### src/rtl/hs_arb_fifo_if.sv
// Handshake bundle for hs_arb_fifo: N_CH four-phase producer channels in,
// one buffered four-phase channel out, plus FIFO occupancy.
interface hs_arb_fifo_if #(
    parameter int N_CH  = 4,
    parameter int W     = 8,
    parameter int DEPTH = 4
);
    localparam int SW = $clog2(N_CH);
    localparam int LW = $clog2(DEPTH + 1);

    logic [N_CH-1:0]   in_req;
    logic [N_CH-1:0]   in_ack;
    logic [N_CH*W-1:0] in_data;
    logic              out_req;
    logic              out_ack;
    logic [W-1:0]      out_data;
    logic [SW-1:0]     out_src;
    logic [LW-1:0]     level;

    modport master (
        output in_req, in_data, out_ack,
        input  in_ack, out_req, out_data, out_src, level
    );

    modport slave (
        input  in_req, in_data, out_ack,
        output in_ack, out_req, out_data, out_src, level
    );
endinterface

### src/rtl/hs_arb_fifo.sv
// Round-robin merge of N_CH four-phase producer channels into one buffered
// four-phase output; each item carries the index of its source channel.
//
// Output FSM states:
//   state  | meaning
//   O_IDLE | out_req=0, waiting for a non-empty FIFO
//   O_REQ  | out_req=1, head presented, waiting for ak=1
//   O_WAIT | head popped, out_req=0, waiting for ak=0
module hs_arb_fifo #(
    parameter int N_CH        = 4,
    parameter int W           = 8,
    parameter int DEPTH       = 4,
    parameter int SYNC_STAGES = 2
) (
    input  logic          clk,
    input  logic          rst_n,
    hs_arb_fifo_if.slave  bus
);
    localparam int SW = $clog2(N_CH);
    localparam int LW = $clog2(DEPTH + 1);
    localparam int PW = $clog2(DEPTH);
    localparam int EW = SW + W;
    localparam logic [LW-1:0] FULL = LW'(DEPTH);

    typedef enum logic [1:0] {O_IDLE, O_REQ, O_WAIT} ostate_e;

    logic [N_CH-1:0] rq;
    logic            ak;

    generate
        if (SYNC_STAGES == 0) begin : g_nosync
            assign rq = bus.in_req;
            assign ak = bus.out_ack;
        end else begin : g_sync
            logic [N_CH-1:0]        rq_sync_q [SYNC_STAGES];
            logic [SYNC_STAGES-1:0] ak_sync_q;

            always_ff @(posedge clk) begin
                if (!rst_n) begin
                    for (int s = 0; s < SYNC_STAGES; s++) begin
                        rq_sync_q[s] <= '0;
                    end
                    ak_sync_q <= '0;
                end else begin
                    rq_sync_q[0] <= bus.in_req;
                    ak_sync_q[0] <= bus.out_ack;
                    for (int s = 1; s < SYNC_STAGES; s++) begin
                        rq_sync_q[s] <= rq_sync_q[s-1];
                        ak_sync_q[s] <= ak_sync_q[s-1];
                    end
                end
            end

            assign rq = rq_sync_q[SYNC_STAGES-1];
            assign ak = ak_sync_q[SYNC_STAGES-1];
        end
    endgenerate

    logic [W-1:0] ch_data [N_CH];

    generate
        for (genvar c = 0; c < N_CH; c++) begin : g_data
            assign ch_data[c] = bus.in_data[c*W +: W];
        end
    endgenerate

    logic [N_CH-1:0] ack_q, ack_d;
    logic [SW-1:0]   ptr_q, ptr_d;
    logic [LW-1:0]   level_q, level_d;
    logic [PW-1:0]   wr_ptr_q, wr_ptr_d;
    logic [PW-1:0]   rd_ptr_q, rd_ptr_d;
    logic [N_CH-1:0] cand;
    logic [SW-1:0]   idx;
    logic [SW-1:0]   gnt_idx;
    logic            push;
    logic            pop;
    logic            load;

    ostate_e ost_q, ost_d;

    logic [EW-1:0] mem_q [DEPTH];
    logic [W-1:0]  out_data_q;
    logic [SW-1:0] out_src_q;

    // A channel is a candidate only in IDLE, so each four-phase cycle yields one item.
    assign cand = rq & ~ack_q;

    always_comb begin
        push    = 1'b0;
        gnt_idx = '0;
        idx     = '0;
        for (int i = 0; i < N_CH; i++) begin
            idx = SW'((int'(ptr_q) + i) % N_CH);
            if (!push && cand[idx]) begin
                push    = 1'b1;
                gnt_idx = idx;
            end
        end
        if (level_q == FULL) begin
            push = 1'b0;
        end
    end

    always_comb begin
        ack_d = ack_q;
        for (int c = 0; c < N_CH; c++) begin
            if (ack_q[c]) begin
                ack_d[c] = rq[c];
            end else begin
                ack_d[c] = push && (gnt_idx == SW'(c));
            end
        end
    end

    always_comb begin
        ptr_d = ptr_q;
        if (push) begin
            ptr_d = (gnt_idx == SW'(N_CH - 1)) ? '0 : gnt_idx + SW'(1);
        end
    end

    always_ff @(posedge clk) begin
        if (!rst_n) begin
            ost_q <= O_IDLE;
        end else begin
            ost_q <= ost_d;
        end
    end

    always_comb begin
        ost_d = ost_q;
        case (ost_q)
            O_IDLE:  if (level_q != '0) ost_d = O_REQ;
            O_REQ:   if (ak)            ost_d = O_WAIT;
            O_WAIT:  if (!ak)           ost_d = O_IDLE;
            default:                    ost_d = O_IDLE;
        endcase
    end

    always_comb begin
        load        = 1'b0;
        pop         = 1'b0;
        bus.out_req = 1'b0;
        case (ost_q)
            O_IDLE:  load = (level_q != '0);
            O_REQ: begin
                bus.out_req = 1'b1;
                pop         = ak;
            end
            default: ;
        endcase
    end

    always_comb begin
        level_d  = level_q;
        wr_ptr_d = wr_ptr_q;
        rd_ptr_d = rd_ptr_q;
        if (push) wr_ptr_d = wr_ptr_q + PW'(1);
        if (pop)  rd_ptr_d = rd_ptr_q + PW'(1);
        case ({push, pop})
            2'b10:   level_d = level_q + LW'(1);
            2'b01:   level_d = level_q - LW'(1);
            default: level_d = level_q;
        endcase
    end

    always_ff @(posedge clk) begin
        if (!rst_n) begin
            ack_q      <= '0;
            ptr_q      <= '0;
            level_q    <= '0;
            wr_ptr_q   <= '0;
            rd_ptr_q   <= '0;
            out_data_q <= '0;
            out_src_q  <= '0;
        end else begin
            ack_q    <= ack_d;
            ptr_q    <= ptr_d;
            level_q  <= level_d;
            wr_ptr_q <= wr_ptr_d;
            rd_ptr_q <= rd_ptr_d;
            if (load) begin
                out_data_q <= mem_q[rd_ptr_q][W-1:0];
                out_src_q  <= mem_q[rd_ptr_q][EW-1:W];
            end
        end
    end

    // Storage needs no reset: the pointers and level define what is valid.
    always_ff @(posedge clk) begin
        if (push) begin
            mem_q[wr_ptr_q] <= {gnt_idx, ch_data[gnt_idx]};
        end
    end

    assign bus.in_ack   = ack_q;
    assign bus.out_data = out_data_q;
    assign bus.out_src  = out_src_q;
    assign bus.level    = level_q;

endmodule
### src/flat_wrapper.sv
// flat-port wrapper written by rule: the top's interface ports become plain ports
module hs_arb_fifo_flat 
#(
    parameter int N_CH        = 4,
    parameter int W           = 8,
    parameter int DEPTH       = 4,
    parameter int SYNC_STAGES = 2
)
  (clk, rst_n, bus_in_req, bus_in_data, bus_out_ack, bus_in_ack, bus_out_req, bus_out_data, bus_out_src, bus_level);
  hs_arb_fifo_if #(.N_CH(N_CH), .W(W), .DEPTH(DEPTH)) bus_i ();
  input  logic clk;
  input  logic rst_n;
  input wire logic [$bits(bus_i.in_req)-1:0] bus_in_req;
  input wire logic [$bits(bus_i.in_data)-1:0] bus_in_data;
  input wire logic [$bits(bus_i.out_ack)-1:0] bus_out_ack;
  output wire logic [$bits(bus_i.in_ack)-1:0] bus_in_ack;
  output wire logic [$bits(bus_i.out_req)-1:0] bus_out_req;
  output wire logic [$bits(bus_i.out_data)-1:0] bus_out_data;
  output wire logic [$bits(bus_i.out_src)-1:0] bus_out_src;
  output wire logic [$bits(bus_i.level)-1:0] bus_level;
  assign bus_i.in_req = bus_in_req;
  assign bus_i.in_data = bus_in_data;
  assign bus_i.out_ack = bus_out_ack;
  assign bus_in_ack = bus_i.in_ack;
  assign bus_out_req = bus_i.out_req;
  assign bus_out_data = bus_i.out_data;
  assign bus_out_src = bus_i.out_src;
  assign bus_level = bus_i.level;
  hs_arb_fifo #(.N_CH(N_CH), .W(W), .DEPTH(DEPTH), .SYNC_STAGES(SYNC_STAGES)) u_core (.clk(clk), .rst_n(rst_n), .bus(bus_i));
endmodule
### config.mk
export PLATFORM = sky130hd
export DESIGN_NAME = hs_arb_fifo_flat
export DESIGN_NICKNAME = d
export VERILOG_FILES = /design/src/rtl/hs_arb_fifo_if.sv /design/src/rtl/hs_arb_fifo.sv /design/src/flat_wrapper.sv
export SDC_FILE = /design/constraint.sdc
export NUM_CORES = 1
export LEC_CHECK = 0
export CORE_ASPECT_RATIO = 1.25
export CORE_MARGIN = 4
export CORE_UTILIZATION = 40
export CTS_BUF_LIST = sky130_fd_sc_hd__clkbuf_4
export DETAILED_ROUTE_END_ITERATION = 6
export PLACE_DENSITY_LB_ADDON = 0.12
export SETUP_SLACK_MARGIN = 0.5
export SLEW_MARGIN = 10
export SYNTH_ARGS = -nofsm -noshare
export SYNTH_HDL_FRONTEND = slang
export SYNTH_SLANG_ARGS = --single-unit
### constraint.sdc
create_clock -name clk -period 2.79 [get_ports clk]
set_input_delay 0.279 -clock clk [delete_from_list [all_inputs] [get_ports clk]]
set_output_delay 0.279 -clock clk [all_outputs]
set_load 0.05 [all_outputs]
# --- Word-level counts from Yosys, hierarchy flattened ---
# Memory sizes are Yosys's and may differ from the RTL's. A register that Yosys moved wholly into a read port is not among the register bits.
# Cells that the tools add are included.
op_classes:
  n_lt_le_gt_ge: 5
  bitwise: 5
  eq_ne: 11
  reduce_logical: 16
  n_addsub: 8
  muxes: 39
op_table:
  columns: ["cell", "n"]
  rows:
  - ["1-bit two-way mux", 20]
  - ["8-bit binary-select mux with 2-bit select", 1]
  - ["2-bit two-way mux", 8]
  - ["8-bit two-way mux", 2]
  - ["2-bit by 3-bit < comparator with 1-bit output (second input constant)", 4]
  - ["2-bit by 1-bit adder with 2-bit output (second input constant)", 4]
  - ["1-bit binary-select mux with 2-bit select", 4]
  - ["2-bit equality test (second input constant)", 4]
  - ["4-bit two-way mux", 2]
  - ["1-bit logical AND", 7]
  - ["2-bit by 1-bit equality test with 1-bit output (second input constant)", 3]
  - ["2-bit case mux with 3 select lines", 1]
  - ["3-bit case mux with 2 select lines", 1]
  - ["2-bit adder (second input constant)", 2]
  - ["4-bit bitwise AND", 1]
  - ["1-bit logical NOT", 4]
  - ["2-bit logical NOT", 2]
  - ["2-bit by 1-bit != test with 1-bit output (second input constant)", 2]
  - ["4-bit NOT", 1]
  - ["3-bit by 1-bit adder with 3-bit output (second input constant)", 1]
  - ["3-bit equality test (second input constant)", 1]
  - ["3-bit >= comparator (second input constant)", 1]
  - ["2-bit NOT with 3-bit output", 1]
  - ["3-bit AND reduction", 1]
  - ["other kinds (5)", 6]
word_totals:
  out_inout_bits: 18
  wordCells: 93
  mem_count: 2
  ram_bits: 48
  input_bits: 39
  reg_bits: 17
memory_table:
  columns: ["name", "words", "width", "read_ports", "rd_clocked_by_memory_dff", "wr", "line", "rtl"]
  rows:
  - ["u_core.mem_q", 4, 10, 1, 1, 1, "hs_arb_fifo.sv:81", "logic [EW-1:0] mem_q [DEPTH];"]
  - ["u_core.g_sync.rq_sync_q", 2, 4, 2, 0, 2, "hs_arb_fifo.sv:35", "logic [N_CH-1:0] rq_sync_q [SYNC_STAGES];"]

# --- Longest topological paths before layout ---
# Gate-level depths: netlist (run 1).
depth:
  ltp_word: 18
  mapped_depth: 11
  mapped_depth_nobuf: 10

# --- Worst setup path after synthesis (run 1) ---
# Ideal clock, no wire load.
synth_path:
  path_type: "register -> register"
  start: "reg u_core.ost_q[0]"
  end: "reg u_core.level_q[2], in the netlist u_core.bus.level[2]"
  slack_ps: 117
  synth_period_minus_slack_ps: 2673
  n_path_buf: 0
  t_arrival_ps: 2603
  stages_incl_launch_ff: 9
  cell_sequence: "dfxtp_1 nor2b_1 and2_1 ha_1 inv_1 fa_1 xor2_1 or3_1 a21oi_1"
synth_between:
  elab_chain_len: 4
  word_cells_on_any_way: 6
  classes_between: "eq/ne (3); mux (2); reduce/logical (1)"
synth_lines:
  columns: ["item", "line", "rtl"]
  rows:
  - ["from (decl)", "hs_arb_fifo.sv:79", "ostate_e ost_q, ost_d;"]
  - ["from (signal assigned)", "hs_arb_fifo.sv:126", "ost_q <= ost_d;"]
  - ["2-bit by 1-bit equality test with 1-bit output *", "hs_arb_fifo.sv:144", "case (ost_q)"]
  - ["1-bit two-way mux *", "hs_arb_fifo.sv:144", null]
  - ["via u_core.pop", "hs_arb_fifo.sv:76", "logic pop;"]
  - ["2-bit by 1-bit equality test with 1-bit output or 2-bit equality test (tied branches)", "hs_arb_fifo.sv:160", "case ({push, pop})"]
  - ["3-bit case mux with 2 select lines or 2-bit nonzero test (tied branches)", null, null]
  - ["to (signal assigned)", "hs_arb_fifo.sv:179", "level_q <= level_d;"]
  - ["to (decl)", "hs_arb_fifo.sv:69", "logic [LW-1:0] level_q, level_d;"]
# Mark *: on every way through the listed nets, which the timed path passes. The rest lies on a longest branch.
# A chain may end at the register's enable or synchronous reset.

==> key figures, run 1 <==
Worst setup path
  – Crit path max-delay family: simple AND/OR/NAND/NOR gates
  – Crit-path most repeated cell: inv_1
  – Worst Path Class, Setup: reg2reg
  – Critical R2R Launch: u_core.g_sync.rq_sync_q[0][6]$_SDFF_PN0_
  – Worst-path maximum fanout: 4
  – Arr. time, crit path: 2.47 ns
  – Setup crit start: u_core.g_sync.rq_sync_q[0][6]$_SDFF_PN0_
  – Cell Chain, Critical Path: nor2b_2 -> nor2_1 -> a31oi_4 -> inv_1 -> ha_1 -> inv_1 -> fa_1 -> xor2_1 -> or3_1 -> a21oi_1
  – Startpoint Class: flip-flop
  – Crit-path max cell delay: 0.37 ns
  – Data required time of the critical path: 3.13 ns
  – CP endpoint kind: flip-flop
  – WP buf/inv: 2
  – Slowest CP cell: fa_1

STA
  – Fin crit period: 2.13 ns
  – Post-Route Setup TNS: 0 ns
  – Clock Skews: 0.0270 ns
  – Worst slew margin: 49.7%
  – Hold WS: 0.429 ns
  – Final worst-path cycle share: 76.3%
  – Final hold viol count: 0
  – Fin. max-slew vios: 0
  – Fmax: 0.470 GHz
  – RSZ-0062 raised after global routing: no
  – Worst Max-Slew Pin Slew: 0.753 ns
  – # setup viols final: 0

Routing
  – WL met1: 2570 um
  – Routed WL: 5820 um
  – Post-route ant nets: 0
  – DRC: 0
  – Vias: 2,035
  – Top routing layer used: met4
  – Routed wl met2: 2860 um
  – Routed length on met3: 284 um
  – Pre-antenna DRT Iters: 4
  – Initial detailed-routing violation count: 112
  – DR WL/cell: 13.9 um
  – Drt via density: 4.87

Die
  – Full die area: 9600 sq um
  – Io pins: 57
  – Die Y: 109 um
  – Site row count: 36
  – Core ar.: 7840 sq um
  – Starting density of the core: 41.3%
  – Die extent in x: 88.4 um

Global route
  – Largest net degree at the start of global routing: 24
  – Vias in the first global route: 1,988
  – Initial antenna violation count: 0
  – All-layer global routing usage: 13.4%
  – Global route overflow: 0
  – First-pass GRT wire length: 9640 um

Cells and area
  – Antenna cells: 0
  – Fin cells: 418
  – Syn-to-layout area delta: 25.5%
  – Nets: 367
  – Commonest non-fill, non-tap cell in the layout: clkdlybuf4s50_1
  – Commonest cells after routing, fill and taps aside: clkdlybuf4s50_1, nand2_1, edfxtp_1
  – Post-Layout Inst Area: 4060 sq um
  – Share of cells above drive strength 1: 14.2%

Clock tree
  – Total clock sinks: 75
  – Clock root buffer: clkbuf_4
  – Cts bufs inserted: 9
  – Hold_buf cts: 0
  – CTS tree: built
  – Clk buf depth: 2
  – CTS H-tree lvls: 3
  – Clock Latency Late Sink: 0.41 ns
  – Clock transition at the registers of the reported paths: 0.13 ns

Power
  – Worst vdd ir: 285 uV
  – Power Dens Cells: 669 nW/um^2
  – Leakage: 0.00145 uW

Place
  – I/O Buffers: 56
  – HPWL Detailed: 4140 um
  – Cell Area, Placed: 3850 sq um
  – Routability cong.: 0.730
  – Placed Cells: 400

Synth
  – Synth cell types: 41
  – Post-Syn Instances: 259
  – Syn nets: 308
  – Mapped Area: 3240 sq um
  – Main synth FF type: edfxtp_1
  – Syn_area_per_cell: 12.5 sq um
  – Sequential area share after synthesis: 58.8%
  – Synth async-reset ratio: 0%
  – Ys Warns: 0
  – Post-synth EDFFs: 40
  – Yosys reg bits: 75

Hold path
  – Worst min path class: in2reg
  – Hold Startpoint: bus_out_ack

Outcome
  – Status: finished, final reports clean

Run
  – Max cap viols: 0
[sequential cells by signal (all words and copies together), names as in the netlist]
register / count
u_core.bus.in_ack: 4
u_core.bus.level: 3
u_core.bus.out_data: 8
u_core.bus.out_src: 2
u_core.g_sync.ak_sync_q: 2
u_core.g_sync.rq_sync_q: 8
u_core.mem_q: 40
u_core.ost_q: 2
u_core.ptr_q: 2
u_core.rd_ptr_q: 2
u_core.wr_ptr_q: 2
[stage by stage]
| step | utilization, % | worst slack [ns] | power (uW) |
|---|---|---|---|
| 2_1_floorplan | - | 0.543 | 1730 |
| 4_1_cts | 51.5 | 0.515 | 2740 |
| 6_report | 51.8 | 0.660 | 2720 |
| 3_5_place_dp | 49.2 | 0.537 | 1910 |
| 5_1_grt | 51.8 | 0.520 | 2860 |
| 3_3_place_gp | 49.2 | 0.601 | 1900 |
[worst register-to-register path, cell delays in order (launching register included)]
cell and delay (ns):
dfxtp_1 0.33, nor2b_2 0.16, nor2_1 0.18, a31oi_4 0.12, inv_1 0.07, ha_1 0.17, inv_1 0.06, fa_1 0.37
xor2_1 0.16, or3_1 0.31, a21oi_1 0.15
[cells by family after synthesis]
logic type / Yosys count / share of synthesized area, %
simple gates: 94 / 14.8
flops: 75 / 58.8
compound gates: 41 / 8.70
buf+inv: 20 / 4.06
mux: 13 / 7.89
fa+ha+maj: 10 / 4.10
xor+xnor: 6 / 1.62
[per-layer routing]
layer	global-route usage (%)	vias to the layer above
met2	21.2	45
met4	6.16	0
met1	17.1	944
met3	3.58	7
met5	0	-
li1	-	1039
[where the power goes]
part / switching [uW] / internal [uW] / leakage (uW) / total, uW
Clock: 362 / 473 / 0.0000990 / 834
Sequential: 48.7 / 1270 / 0.000658 / 1320
Combinational: 330 / 229 / 0.000695 / 559
[cell usage after synthesis, types with 2 or more instances]
cell type / n / area, sq um
nand2_1: 48 / 180
buf_6: 3 / 33.8
buf_2: 2 / 10.0
a21boi_0: 2 / 15.0
inv_1: 8 / 30.0
a21boi_1: 2 / 15.0
and2_1: 15 / 93.8
o21ai_0: 2 / 10.0
buf_4: 2 / 15.0
xnor2_1: 2 / 17.5
a32oi_1: 7 / 61.3
nand2b_1: 3 / 18.8
edfxtp_1: 40 / 1200
mux4_2: 10 / 225
nand3b_1: 4 / 30.0
clkbuf_1: 3 / 11.3
xor2_1: 4 / 35.0
nand2b_4: 2 / 27.5
nor2_1: 10 / 37.5
mux2i_1: 3 / 30.0
a21oi_1: 23 / 115
and3_1: 2 / 12.5
ha_1: 9 / 113
or3_1: 2 / 12.5
dfxtp_1: 35 / 701
[path summary, 6_finish.rpt]
| kind | endpoint | slack, ns | depth (start not counted) |
|---|---|---|---|
| worst max-delay path | u_core.bus.level[2]$_SDFFE_PN0P_ | 0.66 | 10 |
| worst min-delay path | u_core.g_sync.ak_sync_q[0]$_SDFF_PN0_ | 0.43 | 2 |
| worst max register to register | u_core.bus.level[2]$_SDFFE_PN0P_ | 0.66 | 10 |
| worst min register to register | u_core.g_sync.rq_sync_q[0][5]$_SDFF_PN0_ | 0.45 | 1 |
[area by class of cell]
type / instances / area, sq um
multi-input cells: 164 / 1220
fillers: 744 / 3780
flip-flops and latches: 75 / 1920
inverters: 9 / 41.3
well taps: 95 / 119
clock inverters: 5 / 100
repair buffers: 59 / 583
clock buffers: 11 / 82.6
[timing repair]
| item | 4_1_cts | 5_1_grt |
|---|---|---|
| endpoints found under the setup margin | 0 | 7 |
| setup buffers | 0 | 2 |
| resized for setup | 0 | 1 |
Note: power is estimated with default switching activity, not from simulation.
==> run 2, diff against run 1 <==
clock period = 2.2 ns   (was 2.79 ns; I/O delays follow)
==> run 2 against run 1 <==
Global-route usage up 0.68 points. Critical path type unchanged. Non-clock buffer count up 23. Largest power group unchanged. Via count up 8.7%. Design area up 9.1%. Critical endpoint unchanged. Fmax up 12%. Total power up 22%. Sequential share of layout area down 3.5 points. Flip-flop and latch count unchanged.
==> key figures, run 2 (synthesis gave the netlist of run 1 again) <==
Outcome
  – Status: finished, final reports clean

Die
  – Io pins: 57
  – Full die area: 9600 sq um
  – Core ar.: 7840 sq um
  – Die extent in x: 88.4 um
  – Site row count: 36
  – Starting density of the core: 41.3%
  – Die Y: 109 um

Routing
  – Post-route ant nets: 0
  – Routed WL: 6610 um
  – Drt via density: 5.00
  – DR WL/cell: 15.0 um
  – Pre-antenna DRT Iters: 4
  – Initial detailed-routing violation count: 47
  – Vias: 2,212
  – DRC: 0

Worst setup path
  – Critical R2R Launch: u_core.g_sync.rq_sync_q[0][4]$_SDFF_PN0_
  – Reg2Reg Depth: 10
  – Reg2reg setup slack: 0.30 ns
  – Startpoint Class: flip-flop
  – CP endpoint kind: flip-flop
  – RR Endpoint: u_core.bus.level[2]$_SDFFE_PN0P_
  – Worst Path Class, Setup: reg2reg
  – Arr. time, crit path: 2.25 ns
  – Data required time of the critical path: 2.55 ns
  – Worst-path maximum fanout: 2

STA
  – Final worst-path cycle share: 86.5%
  – RSZ-0062 raised after global routing: yes
  – Fin crit period: 1.90 ns
  – Worst Max-Slew Pin Slew: 0.584 ns
  – Post-Route Setup TNS: 0 ns
  – Fmax: 0.526 GHz
  – Hold WS: 0.375 ns
  – Final hold viol count: 0
  – Clock Skews: 0.00723 ns
  – Fin. max-slew vios: 0
  – # setup viols final: 0
  – Fin worst setup slack: 0.298 ns
  – Worst slew margin: 60.8%

Power
  – Leakage: 0.00167 uW
  – Worst vdd ir: 369 uV
  – Power Dens Cells: 750 nW/um^2

Global route
  – All-layer global routing usage: 14.1%
  – Global route overflow: 0
  – Vias in the first global route: 2,175
  – Largest net degree at the start of global routing: 23
  – Initial antenna violation count: 0
  – First-pass GRT wire length: 10,200 um

Clock tree
  – Clock transition at the registers of the reported paths: 0.11 ns
  – Cts bufs inserted: 9
  – Total clock sinks: 75
  – CTS H-tree lvls: 3
  – Clock Latency Late Sink: 0.41 ns
  – CTS tree: built
  – Clock root buffer: clkbuf_4
  – Clk buf depth: 2

Run
  – Max cap viols: 0

Cells and area
  – Sequential cell area: 1930 sq um
  – Commonest cells after routing, fill and taps aside: nand2_1, edfxtp_1, clkdlybuf4s50_1
  – FILL cells: 699
  – Syn-to-layout area delta: 36.9%
  – Post-Layout Inst Area: 4430 sq um
  – Multi-input gate area: 1420 sq um
  – Share of cells above drive strength 1: 30.0%
  – Nets: 391
  – Top reg by flops: u_core.mem_q
  – Antenna cells: 0
  – Number of flip-flops in the largest register: 40
  – Commonest non-fill, non-tap cell in the layout: nand2_1

Hold path
  – Hold Startpoint: bus_in_req[1]
  – Hold Path Cell Cnt: 2
  – Min-Delay Endpoint: u_core.g_sync.rq_sync_q[0][1]$_SDFF_PN0_
  – Worst min path class: in2reg

Place
  – Pre-CTS setup slack: 0.259 ns
  – Routability cong.: 0.758
  – Cell Area, Placed: 3970 sq um
  – I/O Buffers: 56
  – HPWL Detailed: 4290 um
-- run 2: final cells by class --
class	count	area share (%)
clock buffers	10	1.70
clock inverters	6	1.27
inverters	9	0.989
multi-input cells	164	32.0
flip-flops and latches	75	43.7
well taps	95	2.68
repair buffers	82	17.5
repair inverters	1	0.141
-- run 2: power breakdown --
| group | switching (uW) | internal, uW | total [uW] | leakage (uW) |
|---|---|---|---|---|
| registers | 52.9 | 1610 | 1670 | 0.000661 |
| logic | 489 | 360 | 849 | 0.000933 |
| clock network | 455 | 350 | 805 | 0.0000736 |
-- run 2: metrics by stage --
stage               power (uW)  std cells  util (%)
floorplan                 2210        259         -
global placement          2450        410      50.6
detailed placement        2460        410      50.6
CTS                       3280        433      53.7
global route              3500        442      56.5
finish                    3320        442      56.5
-- run 2: worst max-delay path: stages (launching register included) --
cell and delay (ns):
dfxtp_2 0.34, nor2b_4 0.13, nor2_4 0.11, a31oi_4 0.09, inv_2 0.08, ha_4 0.13, inv_2 0.03, fa_2 0.33
xor2_1 0.15, or3_1 0.32, a21oi_2 0.13
-- run 2: worst max path at each step --
stage,from,to,cells past startpoint,slack (ns)
floorplan,u_core.bus.in_ack[0]$_SDFF_PN0_,u_core.bus.level[2]$_SDFFE_PN0P_,11,0.13
global placement,u_core.bus.in_ack[3]$_SDFF_PN0_,u_core.mem_q[1][0]$_DFFE_PP_,6,0.34
detailed placement,u_core.bus.in_ack[3]$_SDFF_PN0_,u_core.mem_q[0][2]$_DFFE_PP_,6,0.26
CTS,u_core.g_sync.rq_sync_q[0][4]$_SDFF_PN0_,u_core.bus.level[2]$_SDFFE_PN0P_,10,0.30
global route,u_core.g_sync.rq_sync_q[0][4]$_SDFF_PN0_,u_core.bus.level[2]$_SDFFE_PN0P_,10,0.20
finish,u_core.g_sync.rq_sync_q[0][4]$_SDFF_PN0_,u_core.bus.level[2]$_SDFFE_PN0P_,10,0.30
-- run 2: what timing repair did --
item                                    CTS  global route
gates cloned                              1             4
gates resized for setup                  36            32
endpoints found under the hold margin     0             0
hold buffers                              0             0
pin swaps                                 4            12
endpoints found under the setup margin   69            58
setup buffers                             6             5
-- run 2: per-layer routing --
metal	wire, um	global-route usage [%]
met5	0	0
met2	3420	23.7
met3	260	3.43
met4	144	6.80
met1	2790	16.8
==> run 3, diff against run 2 <==
clock period = 2.4 ns   (was 2.2 ns; I/O delays follow)
==> run 3 against run 2 <==
Core utilization is 3.0 points lower. Combinational power down 19%. Sequential share of layout area up 2.4 points. Clock power rose by 7.6%. Worst hold slack gained 0.019 ns. Die area unchanged.
==> key figures, run 3 (synthesis gave the netlist of run 1 again) <==
Die
  – Site row count: 36
  – Full die area: 9600 sq um
  – Core ar.: 7840 sq um
  – Die extent in x: 88.4 um
  – Die Y: 109 um
  – Starting density of the core: 41.3%
  – Io pins: 57

Place
  – HPWL Detailed: 4160 um
  – I/O Buffers: 56
  – Routability cong.: 0.730
  – Placed Cells: 404

STA
  – Clock Skews: 0.0155 ns
  – Post-Route Setup TNS: 0 ns
  – # setup viols final: 0
  – Final hold viol count: 0
  – Worst slew margin: 49.0%
  – Fin. max-slew vios: 0
  – Hold WS: 0.394 ns
  – Fin crit period: 1.96 ns
  – Fmax: 0.511 GHz
  – Final worst-path cycle share: 81.5%
  – RSZ-0062 raised after global routing: yes
  – Worst Max-Slew Pin Slew: 0.764 ns

Clock tree
  – Clk buf depth: 2
  – Clock transition at the registers of the reported paths: 0.13 ns
  – Clock root buffer: clkbuf_4
  – Cts bufs inserted: 9
  – Clock Latency Late Sink: 0.41 ns
  – CTS tree: built
  – CTS H-tree lvls: 3
  – Total clock sinks: 75

Power
  – Leakage: 0.00155 uW
  – Total power: 3090 uW
  – Power Dens Cells: 736 nW/um^2
  – Worst vdd ir: 410 uV

Cells and area
  – Nets: 371
  – Syn-to-layout area delta: 29.7%
  – Final core occ: 53.5%
  – Top reg by flops: u_core.mem_q
  – FILL cells: 712
  – Number of flip-flops in the largest register: 40
  – Multi-input gate area: 1310 sq um
  – Sequential cell area: 1930 sq um
  – Commonest cells after routing, fill and taps aside: clkdlybuf4s50_1, nand2_1, edfxtp_1
  – Share of cells above drive strength 1: 23.2%
  – Fin cells: 423
  – Commonest non-fill, non-tap cell in the layout: clkdlybuf4s50_1

Routing
  – DRC: 0
  – Drt via density: 4.83
  – Vias: 2,045
  – Initial detailed-routing violation count: 43
  – Routed WL: 5920 um
  – Pre-antenna DRT Iters: 4
  – DR WL/cell: 14.0 um
  – Post-route ant nets: 0

Run
  – Max cap viols: 0

Global route
  – All-layer global routing usage: 13.7%
  – First-pass GRT wire length: 9760 um
  – Largest net degree at the start of global routing: 24
  – Vias in the first global route: 2,035
  – Global route overflow: 0
  – Initial antenna violation count: 1

Worst setup path
  – Worst Path Class, Setup: reg2reg
  – Worst-path maximum fanout: 4
  – Data required time of the critical path: 2.73 ns
  – Startpoint Class: flip-flop
  – CP endpoint kind: flip-flop
  – Arr. time, crit path: 2.29 ns

Hold path
  – Worst min path class: in2reg

Outcome
  – Status: finished, final reports clean
[run 3: routing by layer]
metal  up-vias  global-route usage [%]  routed length [um]
met1       947                    16.5                2590
li1       1042                       -                   -
met2        47                    22.9                2990
met5         -                       0                   0
met3         9                    3.05                 230
met4         0                    6.48                 112
[run 3: worst max-delay path: stages (launching register included)]
cell,delay (ns)
dfxtp_2,0.34
nor2b_4,0.14
nor2_4,0.12
a31oi_4,0.10
inv_2,0.07
ha_4,0.13
inv_2,0.03
fa_2,0.32
xor2_1,0.15
or3_1,0.37
a21oi_2,0.11
[run 3: worst paths after layout]
kind | start | to | slack, ns | cells past startpoint
worst max register to register | u_core.g_sync.rq_sync_q[0][4]$_SDFF_PN0_ | u_core.bus.level[2]$_SDFFE_PN0P_ | 0.44 | 10
worst max-delay path | u_core.g_sync.rq_sync_q[0][4]$_SDFF_PN0_ | u_core.bus.level[2]$_SDFFE_PN0P_ | 0.44 | 10
worst min register to register | u_core.g_sync.rq_sync_q[0][0]$_SDFF_PN0_ | u_core.g_sync.rq_sync_q[0][4]$_SDFF_PN0_ | 0.45 | 1
worst min-delay path | bus_in_req[0] | u_core.g_sync.rq_sync_q[0][0]$_SDFF_PN0_ | 0.39 | 2
[run 3: metrics by stage]
step | cell area (sq um) | setup slack, ns
floorplan | 3300 | 0.335
global placement | 3920 | 0.543
detailed placement | 3920 | 0.468
CTS | 4130 | 0.436
global route | 4200 | 0.345
finish | 4200 | 0.444
[run 3: cell type report]
cell class,count,share of cell area (%)
Sequential cell,75,46.0
Clock buffer,10,1.79
Multi-Input combinational cell,164,31.1
Antenna cell,1,0.0596
Clock inverter,6,2.15
Tap cell,95,2.83
Inverter,9,0.984
Timing Repair Buffer,63,15.0
[run 3: timing repair]
item,in CTS,in global routing
buffers inserted,2,0
hold buffers,0,0
pin swaps,5,4
setup endpoints to repair,11,68
endpoints found under the hold margin,0,0
gates resized for setup,7,17
[run 3: where the power goes]
part | internal, uW | switching (uW)
Combinational | 284 | 403
Clock | 436 | 430
Sequential | 1480 | 51.7
Total | 2200 | 885
